## src/rtl/nd_1ton_pkg.sv

```systemverilog
// Shared nd_1ton definitions: the hglobal NS_* macros (address/data widths,
// operator codes, on/off), plus operator and sender-state enums.
`ifndef NS_HGLOBAL_DEFS
`define NS_HGLOBAL_DEFS
`define NS_ADDRESS_SIZE 32
`define NS_DATA_SIZE 32
`define NS_ON 1'b1
`define NS_OFF 1'b0
`define NS_GT_OP 2'd0
`define NS_LT_OP 2'd1
`define NS_EQ_OP 2'd2
`define NS_TRUE_OP 2'd3
`endif

package nd_1ton_pkg;

   localparam int OP_W  = 2;
   localparam int CNT_W = 16;

   typedef enum logic [OP_W-1:0] {
      OP_GT   = `NS_GT_OP,
      OP_LT   = `NS_LT_OP,
      OP_EQ   = `NS_EQ_OP,
      OP_TRUE = `NS_TRUE_OP
   } op_e;

   typedef enum logic [1:0] {
      SND_IDLE = 2'd0,
      SND_REQ  = 2'd1,
      SND_REL  = 2'd2
   } snd_state_e;

   function automatic logic [CNT_W-1:0] sat_inc(input logic [CNT_W-1:0] v);
      return (v == {CNT_W{1'b1}}) ? v : v + 1'b1;
   endfunction

endpackage

```

## src/rtl/nd_fifo.sv

```systemverilog
// Input buffer for nd_1ton: DEPTH entries (power of two), wrap-around pointers
// with one extra bit to tell full from empty. Read data is the current head.
module nd_fifo #(
   parameter int WIDTH = 8,
   parameter int DEPTH = 4
) (
   input  logic             clk_i,
   input  logic             reset_i,
   input  logic             push_i,
   input  logic [WIDTH-1:0] wdata_i,
   input  logic             pop_i,
   output logic [WIDTH-1:0] rdata_o,
   output logic             full_o,
   output logic             empty_o
);

   localparam int AW = (DEPTH > 1) ? $clog2(DEPTH) : 1;

   logic [WIDTH-1:0] mem_q [DEPTH];
   logic [AW:0]      wr_ptr_q, wr_ptr_d;
   logic [AW:0]      rd_ptr_q, rd_ptr_d;
   logic             do_push, do_pop;

   assign empty_o = (wr_ptr_q == rd_ptr_q);
   assign full_o  = (wr_ptr_q[AW] != rd_ptr_q[AW]) &&
                    (wr_ptr_q[AW-1:0] == rd_ptr_q[AW-1:0]);
   assign rdata_o = mem_q[rd_ptr_q[AW-1:0]];

   // A pop in the same cycle frees the slot the push lands in.
   assign do_pop  = pop_i && !empty_o;
   assign do_push = push_i && (!full_o || do_pop);

   always_comb begin
      wr_ptr_d = wr_ptr_q + {{AW{1'b0}}, do_push};
      rd_ptr_d = rd_ptr_q + {{AW{1'b0}}, do_pop};
   end

   always_ff @(posedge clk_i) begin
      if (reset_i) begin
         wr_ptr_q <= '0;
         rd_ptr_q <= '0;
      end else begin
         wr_ptr_q <= wr_ptr_d;
         rd_ptr_q <= rd_ptr_d;
      end
   end

   always_ff @(posedge clk_i) begin
      if (do_push) mem_q[wr_ptr_q[AW-1:0]] <= wdata_i;
   end

endmodule

```

## src/rtl/nd_1ton.sv

```systemverilog
// One-to-N four-phase router: buffers rcv0 messages and sends each to the lowest
// output whose compare is true, else the last output. Stats via NS_ND_1TON_STATS_EN.
module nd_1ton
   import nd_1ton_pkg::*;
#(
   parameter int                       ASZ        = `NS_ADDRESS_SIZE,
   parameter int                       DSZ        = `NS_DATA_SIZE,
   parameter int                       NUM_OUT    = 4,
   parameter int                       FIFO_DEPTH = 4,
   parameter logic [NUM_OUT*OP_W-1:0]  OPERS      = {NUM_OUT{`NS_GT_OP}},
   parameter logic [NUM_OUT*DSZ-1:0]   REF_VALS   = '0
) (
   input  logic                     i_clk,
   input  logic                     i_reset,
   input  logic                     i_rcv0_req,
   output logic                     o_rcv0_ack,
   input  logic [ASZ-1:0]           i_rcv0_addr,
   input  logic [DSZ-1:0]           i_rcv0_dat,
   output logic [NUM_OUT-1:0]       o_snd_req,
   input  logic [NUM_OUT-1:0]       i_snd_ack,
   output logic [NUM_OUT*ASZ-1:0]   o_snd_addr,
   output logic [NUM_OUT*DSZ-1:0]   o_snd_dat,
   output logic                     o_full
`ifdef NS_ND_1TON_STATS_EN
   ,
   output logic [NUM_OUT*CNT_W-1:0] o_cnt_route,
   output logic [CNT_W-1:0]         o_cnt_dflt
`endif
);

   localparam int TW = $clog2(NUM_OUT);
   localparam int MW = ASZ + DSZ;

   if (NUM_OUT < 2 || NUM_OUT > 8) begin : g_bad_num_out
      $error("nd_1ton: NUM_OUT must be 2..8");
   end
   if (FIFO_DEPTH < 2 || FIFO_DEPTH > 16 || (FIFO_DEPTH & (FIFO_DEPTH - 1)) != 0) begin : g_bad_depth
      $error("nd_1ton: FIFO_DEPTH must be a power of two in 2..16");
   end

   logic               ack_q, ack_d;
   logic               push, pop;
   logic               fifo_full, fifo_empty;
   logic [MW-1:0]      head;
   logic [DSZ-1:0]     head_dat;
   logic [ASZ-1:0]     head_addr;
   logic [NUM_OUT-2:0] hit;
   logic [TW-1:0]      tgt;
   logic [NUM_OUT-1:0] idle;

   nd_fifo #(
      .WIDTH (MW),
      .DEPTH (FIFO_DEPTH)
   ) u_fifo (
      .clk_i   (i_clk),
      .reset_i (i_reset),
      .push_i  (push),
      .wdata_i ({i_rcv0_addr, i_rcv0_dat}),
      .pop_i   (pop),
      .rdata_o (head),
      .full_o  (fifo_full),
      .empty_o (fifo_empty)
   );

   assign head_dat  = head[DSZ-1:0];
   assign head_addr = head[MW-1:DSZ];

   // The last output takes every message no earlier test claims, so its own
   // operator never changes the routing decision.
   always_comb begin
      hit = '0;
      for (int k = 0; k < NUM_OUT - 1; k++) begin
         case (op_e'(OPERS[k*OP_W +: OP_W]))
            OP_GT:   hit[k] = head_dat >  REF_VALS[k*DSZ +: DSZ];
            OP_LT:   hit[k] = head_dat <  REF_VALS[k*DSZ +: DSZ];
            OP_EQ:   hit[k] = head_dat == REF_VALS[k*DSZ +: DSZ];
            OP_TRUE: hit[k] = 1'b1;
         endcase
      end
      tgt = TW'(NUM_OUT - 1);
      for (int k = NUM_OUT - 2; k >= 0; k--) begin
         if (hit[k]) tgt = TW'(k);
      end
   end

   assign pop  = !fifo_empty && idle[tgt];
   assign push = i_rcv0_req && !ack_q && (!fifo_full || pop);

   always_comb begin
      ack_d = ack_q ? i_rcv0_req : push;
   end

   always_ff @(posedge i_clk) begin
      if (i_reset) ack_q <= 1'b0;
      else         ack_q <= ack_d;
   end

   assign o_rcv0_ack = ack_q;
   assign o_full     = fifo_full;

   // Sender FSM, one per output:
   //   SND_IDLE | free; loads the head when it targets this output
   //   SND_REQ  | o_snd_req high, waiting for ack rise
   //   SND_REL  | o_snd_req low, waiting for ack fall
   for (genvar k = 0; k < NUM_OUT; k++) begin : g_out
      snd_state_e     state_q, state_d;
      logic [ASZ-1:0] addr_q;
      logic [DSZ-1:0] dat_q;
      logic           load;

      assign load = pop && (tgt == TW'(k));

      always_comb begin
         state_d = state_q;
         unique case (state_q)
            SND_IDLE: if (load)          state_d = SND_REQ;
            SND_REQ:  if (i_snd_ack[k])  state_d = SND_REL;
            SND_REL:  if (!i_snd_ack[k]) state_d = SND_IDLE;
            default:                     state_d = SND_IDLE;
         endcase
      end

      always_ff @(posedge i_clk) begin
         if (i_reset) begin
            state_q <= SND_IDLE;
            addr_q  <= '0;
            dat_q   <= '0;
         end else begin
            state_q <= state_d;
            if (load) begin
               addr_q <= head_addr;
               dat_q  <= head_dat;
            end
         end
      end

      assign idle[k]                    = (state_q == SND_IDLE);
      assign o_snd_req[k]               = (state_q == SND_REQ);
      assign o_snd_addr[k*ASZ +: ASZ]   = addr_q;
      assign o_snd_dat[k*DSZ +: DSZ]    = dat_q;

`ifdef NS_ND_1TON_STATS_EN
      logic [CNT_W-1:0] cnt_q;

      always_ff @(posedge i_clk) begin
         if (i_reset)                                   cnt_q <= '0;
         else if (state_q == SND_REQ && i_snd_ack[k])   cnt_q <= sat_inc(cnt_q);
      end

      assign o_cnt_route[k*CNT_W +: CNT_W] = cnt_q;
`endif
   end

`ifdef NS_ND_1TON_STATS_EN
   logic [CNT_W-1:0] dflt_q;

   always_ff @(posedge i_clk) begin
      if (i_reset)          dflt_q <= '0;
      else if (pop && !(|hit)) dflt_q <= sat_inc(dflt_q);
   end

   assign o_cnt_dflt = dflt_q;
`endif

endmodule
```

## config.mk

```make
export PLATFORM = sky130hd
export DESIGN_NAME = nd_1ton
export DESIGN_NICKNAME = d
export VERILOG_FILES = /design/src/rtl/nd_1ton_pkg.sv /design/src/rtl/nd_fifo.sv /design/src/rtl/nd_1ton.sv
export SDC_FILE = /design/constraint.sdc
export NUM_CORES = 1
export LEC_CHECK = 0
export ABC_AREA = 1
export CORE_ASPECT_RATIO = 0.9
export CORE_MARGIN = 5
export CORE_UTILIZATION = 55
export CTS_CLUSTER_SIZE = 28
export DETAILED_ROUTE_END_ITERATION = 10
export MAX_ROUTING_LAYER = met4
export PLACE_DENSITY_LB_ADDON = 0.05
export SETUP_SLACK_MARGIN = 0.3
export SYNTH_ARGS = -nofsm -noshare
export SYNTH_HDL_FRONTEND = slang
export SYNTH_HIERARCHICAL = 1
export SYNTH_SLANG_ARGS = --single-unit
```

## constraint.sdc

```tcl
create_clock -name i_clk -period 8.9 [get_ports i_clk]
set_input_delay 1.335 -clock i_clk [delete_from_list [all_inputs] [get_ports i_clk]]
set_output_delay 1.335 -clock i_clk [all_outputs]
set_load 0.02 [all_outputs]
```

==> results of run 1 <==
==> sequential cells by signal (all words and copies together), names as in the netlist <==
register         cells
u_fifo/rd_ptr_q      3
u_fifo/wr_ptr_q      3
g_out.addr_q        64
g_out.state_q        8
o_rcv0_ack           1
g_out.dat_q         64
u_fifo/mem_q       256
==> area by class of cell <==
class	instances	area (µm²)	share of cell area
clock buffers	63	1254	0.06621
flip-flops and latches	399	10560	0.5574
inverters	93	351.6	0.01857
multi-input cells	960	4104	0.2167
clock inverters	13	88.84	0.004691
diodes	2	5.005	0.0002643
repair buffers	215	2120	0.1119
well taps	366	457.9	0.02418
==> power by group <==
group          internal, W  switching [W]  total (W)
combinational     0.000461       0.000843    0.00130
clock             0.000999       0.000673    0.00167
sequential         0.00216      0.0000946    0.00225
==> stage by stage <==
step	utilization	hold slack (ps)	power (W)	worst slack (ps)
after floorplan	-	426.9	0.003219	3871
after global placement	0.6109	425.5	0.003576	3949
after detailed placement	0.6109	428.3	0.003598	3876
after CTS	0.6575	438.9	0.005279	3881
after global routing	0.6577	448.2	0.005513	3505
final	0.6577	435.9	0.005226	3935
==> worst reg2reg max path, stage by stage, from the launching register on <==
cell	delay [ps]
dfxtp_4	470
inv_4	590
buf_4	650
o21ai_0	170
o22ai_1	270
nor2_1	70
nand2_1	70
nor2_1	30
nand2_1	90
nor2_2	70
nand2_1	60
nand3_1	110
inv_1	90
inv_1	40
nand4_1	70
nand2_1	240
nor2_4	910
buf_4	590
==> layout by cell type, fill, tap and decap left out, drive strengths merged <==
master	instances
nand3	4
clkinv	11
conb	128
nand2	255
inv	94
dfxtp	143
nor3	2
nand4	1
xnor2	3
clkbuf	63
o22ai	64
bufinv	1
ha	4
o21bai	1
o21ai	129
clkdlybuf4s50	203
buf	12
diode	2
a21oi	40
nand3b	2
edfxtp	256
nor2	327
==> kinds of logic (layout without fill, tap and decap cells) <==
| family | Yosys count | after routing | synth area share |
|---|---|---|---|
| and+or+nand+nor | 591 | 591 | 0.1407 |
| DFF | 399 | 399 | 0.6597 |
| buffers and inverters | 306 | 384 | 0.1162 |
| AOI/OAI and AO/OA | 234 | 234 | 0.07839 |
| adders and majority gates | 4 | 4 | 0.003130 |
| xor gates and xnor gates | 3 | 3 | 0.001643 |
| other | 1 | 130 | 0.0002345 |
==> worst paths after layout <==
kind,endpoint,cells after the start,slack (ps),start
min,g_out[3].dat_q[27],2,440,g_out[3].dat_q[27]
min reg2reg,g_out[3].dat_q[27],2,440,g_out[3].dat_q[27]
max reg2reg,u_fifo/mem_q[2][11],17,3940,u_fifo/rd_ptr_q[0]
max,u_fifo/mem_q[2][11],17,3940,u_fifo/rd_ptr_q[0]
==> metal layers <==
metal | up-vias | GRT usage
met4 | 0 | 0.05597
met1 | 4938 | 0.2793
met3 | 72 | 0.03795
met2 | 340 | 0.3655
li1 | 5162 | -
met5 | - | -
==> results_dict.tcl, run 1 <==
set metrics [dict create \
    portBuffers 204 \
    stdcell_area_mm2 0.01894 \
    yosysUniqueCellTypes 27 \
    drv_cap 0 \
    grt_pass1_vias 10210 \
    areaGrowthSynthToFinish_pct 18.40 \
    max_freq_mhz 201.4 \
    slowest_stage "nor2_4" \
    post_cts_buffers 0 \
    clock_sinks 399 \
    synth_ff_type "edfxtp_1" \
    yosys.cell_count.top_type "nor2_1" \
    antenna_found_initial 2 \
    htreeDepth 2 \
    routed-wl-met2_mm 17.55 \
    drcViolationCount 0 \
    core_area_mm2 0.02879 \
    path_cells "inv_4, buf_4, o21ai_0, o22ai_1, nor2_1, nand2_1, nor2_1, nand2_1, nor2_2, nand2_1, nand3_1, inv_1, inv_1, nand4_1, nand2_1, nor2_4, buf_4" \
    yosys-top-cells-area "edfxtp_1 (48%), dfxtp_1 (18%), nor2_1 (7.7%)" \
    rsz0062_at_grt "false" \
    async_reset_ff_frac 0 \
    via_per_inst 4.980 \
    postRouteWirelength_mm 35.60 \
    grt_pass1_wl_mm 55.02 \
    syn_area_mm2 0.01599 \
    cts_resized 0 \
    die_y_um 171.8 \
    tightest_slew_ps 1229 \
    tns_ps 0 \
    wl_per_cell_um 16.87 \
    p_leak_nw 7.245 \
    clock_latency_ps 530 \
    worst-path-buf-inv 5 \
    fillers 2293 \
    vias 10510 \
    wl_met1_mm 15.23 \
    vdd_ir_drop_max_uv 180.8 \
    layout.cells.non_filler 2111 \
    setup_viol 0 \
    cts_tree "yes" \
    synth_seq_cells 399 \
    yosysTopAreaCell "edfxtp_1" \
    top_layer "met4" \
    cp.arrival_ps 5110 \
    rows 59 \
    worstSetupPathType "register to register" \
    finalHoldViolations 0 \
    status "complete, no violations" \
    finalCritPeriodShare 0.5578 \
    p_per_area_mw_per_mm2 276.0 \
    path_max_fanout 71 \
    ys_warn_count 6 \
    start_util 0.5555 \
    grt_overflow_total 0 \
    syn-instance-count 1538 \
    seq_area_frac_synth 0.6597 \
    place_area_mm2 0.01759 \
    synth_top_area_share 0.4807 \
    cp.required_ps 9050 \
    clk_pin_slew_ps 60 \
    pin_count 333 \
    ctsHoldBuffers 0 \
    grt_usage 0.2178 \
    synth_edf_count 256 \
    cp-end-kind "register" \
    critPathLaunchType "register" \
    place_congestion 0.7669 \
    layout.nets 1785 \
    initialDrtViolationCount 607 \
    clock_skew_ps 26.69 \
    path_delay_family "buffers and inverters" \
    period_minus_slack_ps 4965 \
    die_w_um 189.7 \
    syn_area_per_cell_um2 10.40 \
    clockBufferDepth 3 \
    grt_max_degree 111 \
    met3_length_mm 2.140 \
    dieArea_mm2 0.03259 \
    cts_buffers 41 \
    critPathMaxStageDelay_ps 900 \
    maxSlewViolCount 0 \
    ant_nets 0 \
    relSlewSlack 0.1805 \
    cp_common_cell "nand2_1" \
    post-dp-hpwl_mm 21.76 \
    worstHoldPathType "register to register" \
    drt_first_pass_iters 5 \
    place_inst 2033 \
    drive_gt1_frac 0.04991 \
    ys_top_cells_by_count "nor2_1 (326), edfxtp_1 (256), nand2_1 (255), buf_4 (154), dfxtp_1 (143)" \
    cts_root_buf "clkbuf_16" \
]
Note: power is estimated with default switching activity, not from simulation.
==> run 2: changes to the inputs <==
Settings changed: CORE_UTILIZATION 55 to 51.
Clock period 8.9 ns to 4.58 ns, I/O delays scaled along.
==> results_dict.tcl, run 2 (same netlist as run 1, synthesis figures left out) <==
set metrics [dict create \
    status "complete, no violations" \
    clock_latency_ps 520 \
    grt_usage 0.2038 \
    grt_max_degree 76 \
    portBuffers 204 \
    htreeDepth 2 \
    rsz0062_at_grt "false" \
    postRouteWirelength_mm 35.77 \
    path_delay_family "buffers and inverters" \
    hold_start "g_out[3].dat_q[2]" \
    clk_pin_slew_ps 60 \
    clock_sinks 399 \
    drv_cap 0 \
    p_leak_nw 7.246 \
    core_area_mm2 0.03091 \
    die_w_um 196.7 \
    cp.arrival_ps 3050 \
    post_cts_buffers 0 \
    via_per_inst 4.817 \
    wl_per_cell_um 16.56 \
    drt_first_pass_iters 5 \
    r2r-start "u_fifo/rd_ptr_q[1]" \
    finalHoldViolations 0 \
    dieArea_mm2 0.03500 \
    grt_pass1_wl_mm 54.81 \
    rows 61 \
    grt_pass1_vias 9875 \
    pre_cts_ws_ps 1028 \
    finalCritPeriodShare 0.8155 \
    post-dp-hpwl_mm 22.26 \
    clock_skew_ps 17.91 \
    initialDrtViolationCount 612 \
    start_util 0.5174 \
    reg2reg_slack_ps 1000 \
    period_minus_slack_ps 3735 \
    cts_tree "yes" \
    maxSlewViolCount 0 \
    cts_buffers 40 \
    hold_end "g_out[3].dat_q[2]" \
    layout.nets 1794 \
    tns_ps 0 \
    final_common_cell "nor2_1" \
    path_depth 7 \
    critPathMaxStageDelay_ps 730 \
    largest_reg_flops 256 \
    ctsHoldBuffers 0 \
    cts_root_buf "clkbuf_16" \
    relSlewSlack 0.4216 \
    vias 10410 \
    timing.rr.end "u_fifo/mem_q[1][15]" \
    cp_common_cell "nand2_1" \
    worstSetupPathType "register to primary output" \
    cp-end-kind "primary output" \
    vdd_ir_drop_max_uv 307.7 \
    antenna_found_initial 2 \
    cp.required_ps 3890 \
    holdPathStages 2 \
    path_cells "inv_2, buf_4, nand2_1, nand2_1, nand2_1, a21oi_1, clkdlybuf4s50_1" \
    critPathLaunchType "register" \
    path_max_fanout 35 \
    finalWorstSetupSlack_ps 845.0 \
    setup_viol 0 \
    worst-path-buf-inv 3 \
    cts_resized 0 \
    clockBufferDepth 3 \
    r2r_cells 16 \
    place_congestion 0.7623 \
    p_per_area_mw_per_mm2 529.0 \
    die_y_um 178.0 \
    grt_overflow_total 0 \
    ant_nets 0 \
    slowest_stage "clkdlybuf4s50_1" \
    tightest_slew_ps 866.3 \
    worstHoldPathType "register to register" \
    holdWs_ps 434.2 \
    final_cell_mix "nor2_1 (322), edfxtp_1 (256), nand2_1 (255)" \
    max_freq_mhz 267.7 \
    drive_gt1_frac 0.05031 \
    areaGrowthSynthToFinish_pct 18.85 \
    pin_count 333 \
    drcViolationCount 0 \
]
==> run 2: cell types whose count changed in the layout (fill, tap and decap cells not counted), sizes merged <==
cell,change
inv,-1
clkinv,-3
clkinvlp,+1
bufinv,+1
buf,+10
clkbuf,-2
==> run 2: report_power, final <==
| group | leakage, nW | switching [W] | total (W) | internal (W) |
|---|---|---|---|---|
| combinational | 3.13 | 0.00167 | 0.00259 | 0.000914 |
| clock | 0.610 | 0.00128 | 0.00313 | 0.00185 |
| sequential | 3.51 | 0.000156 | 0.00434 | 0.00419 |
| total | 7.25 | 0.00311 | 0.0101 | 0.00695 |
==> run 2: how the worst max path moves through the flow <==
stage                                   from                   to  slack (ps)
after global placement    u_fifo/rd_ptr_q[1]  u_fifo/mem_q[0][21]        1140
after detailed placement  u_fifo/rd_ptr_q[1]  u_fifo/mem_q[1][21]        1030
after CTS                 u_fifo/rd_ptr_q[1]               o_full         840
after global routing      u_fifo/rd_ptr_q[1]               o_full         630
final                     u_fifo/rd_ptr_q[1]               o_full         850
after floorplan           u_fifo/rd_ptr_q[0]   u_fifo/mem_q[0][0]        -450
==> run 2: cell type report <==
type,count,area [µm²]
diodes,2,5.005
clock buffers,61,1155
clock inverters,11,101.3
fillers,2549,11900
inverters,93,351.6
multi-input cells,960,4096
flip-flops and latches,399,10560
well taps,409,511.7
repair buffers,225,2232
==> run 2: per-layer routing <==
layer	wire length [µm]	GRT usage	share of wire
met1	15280	0.2664	0.43
met2	17420	0.3342	0.49
met3	2463	0.04268	0.069
met4	603	0.04419	0.017
met5	0	-	0
==> run 2: tightest hold or removal path, stage by stage, from the launching register on <==
cell     delay [ps]
dfxtp_1         300
nand2_1          60
nor2_1           30
==> run 2: through the flow <==
stage	cell area, µm²	utilization	std cells	power (W)
2_1_floorplan	16470	-	1665	0.006255
3_3_place_gp	17750	0.5741	2086	0.006988
3_5_place_dp	17750	0.5741	2086	0.007027
4_1_cts	19000	0.6148	2158	0.01015
5_1_grt	19010	0.6149	2160	0.01061
6_report	19010	0.6149	2160	0.01006
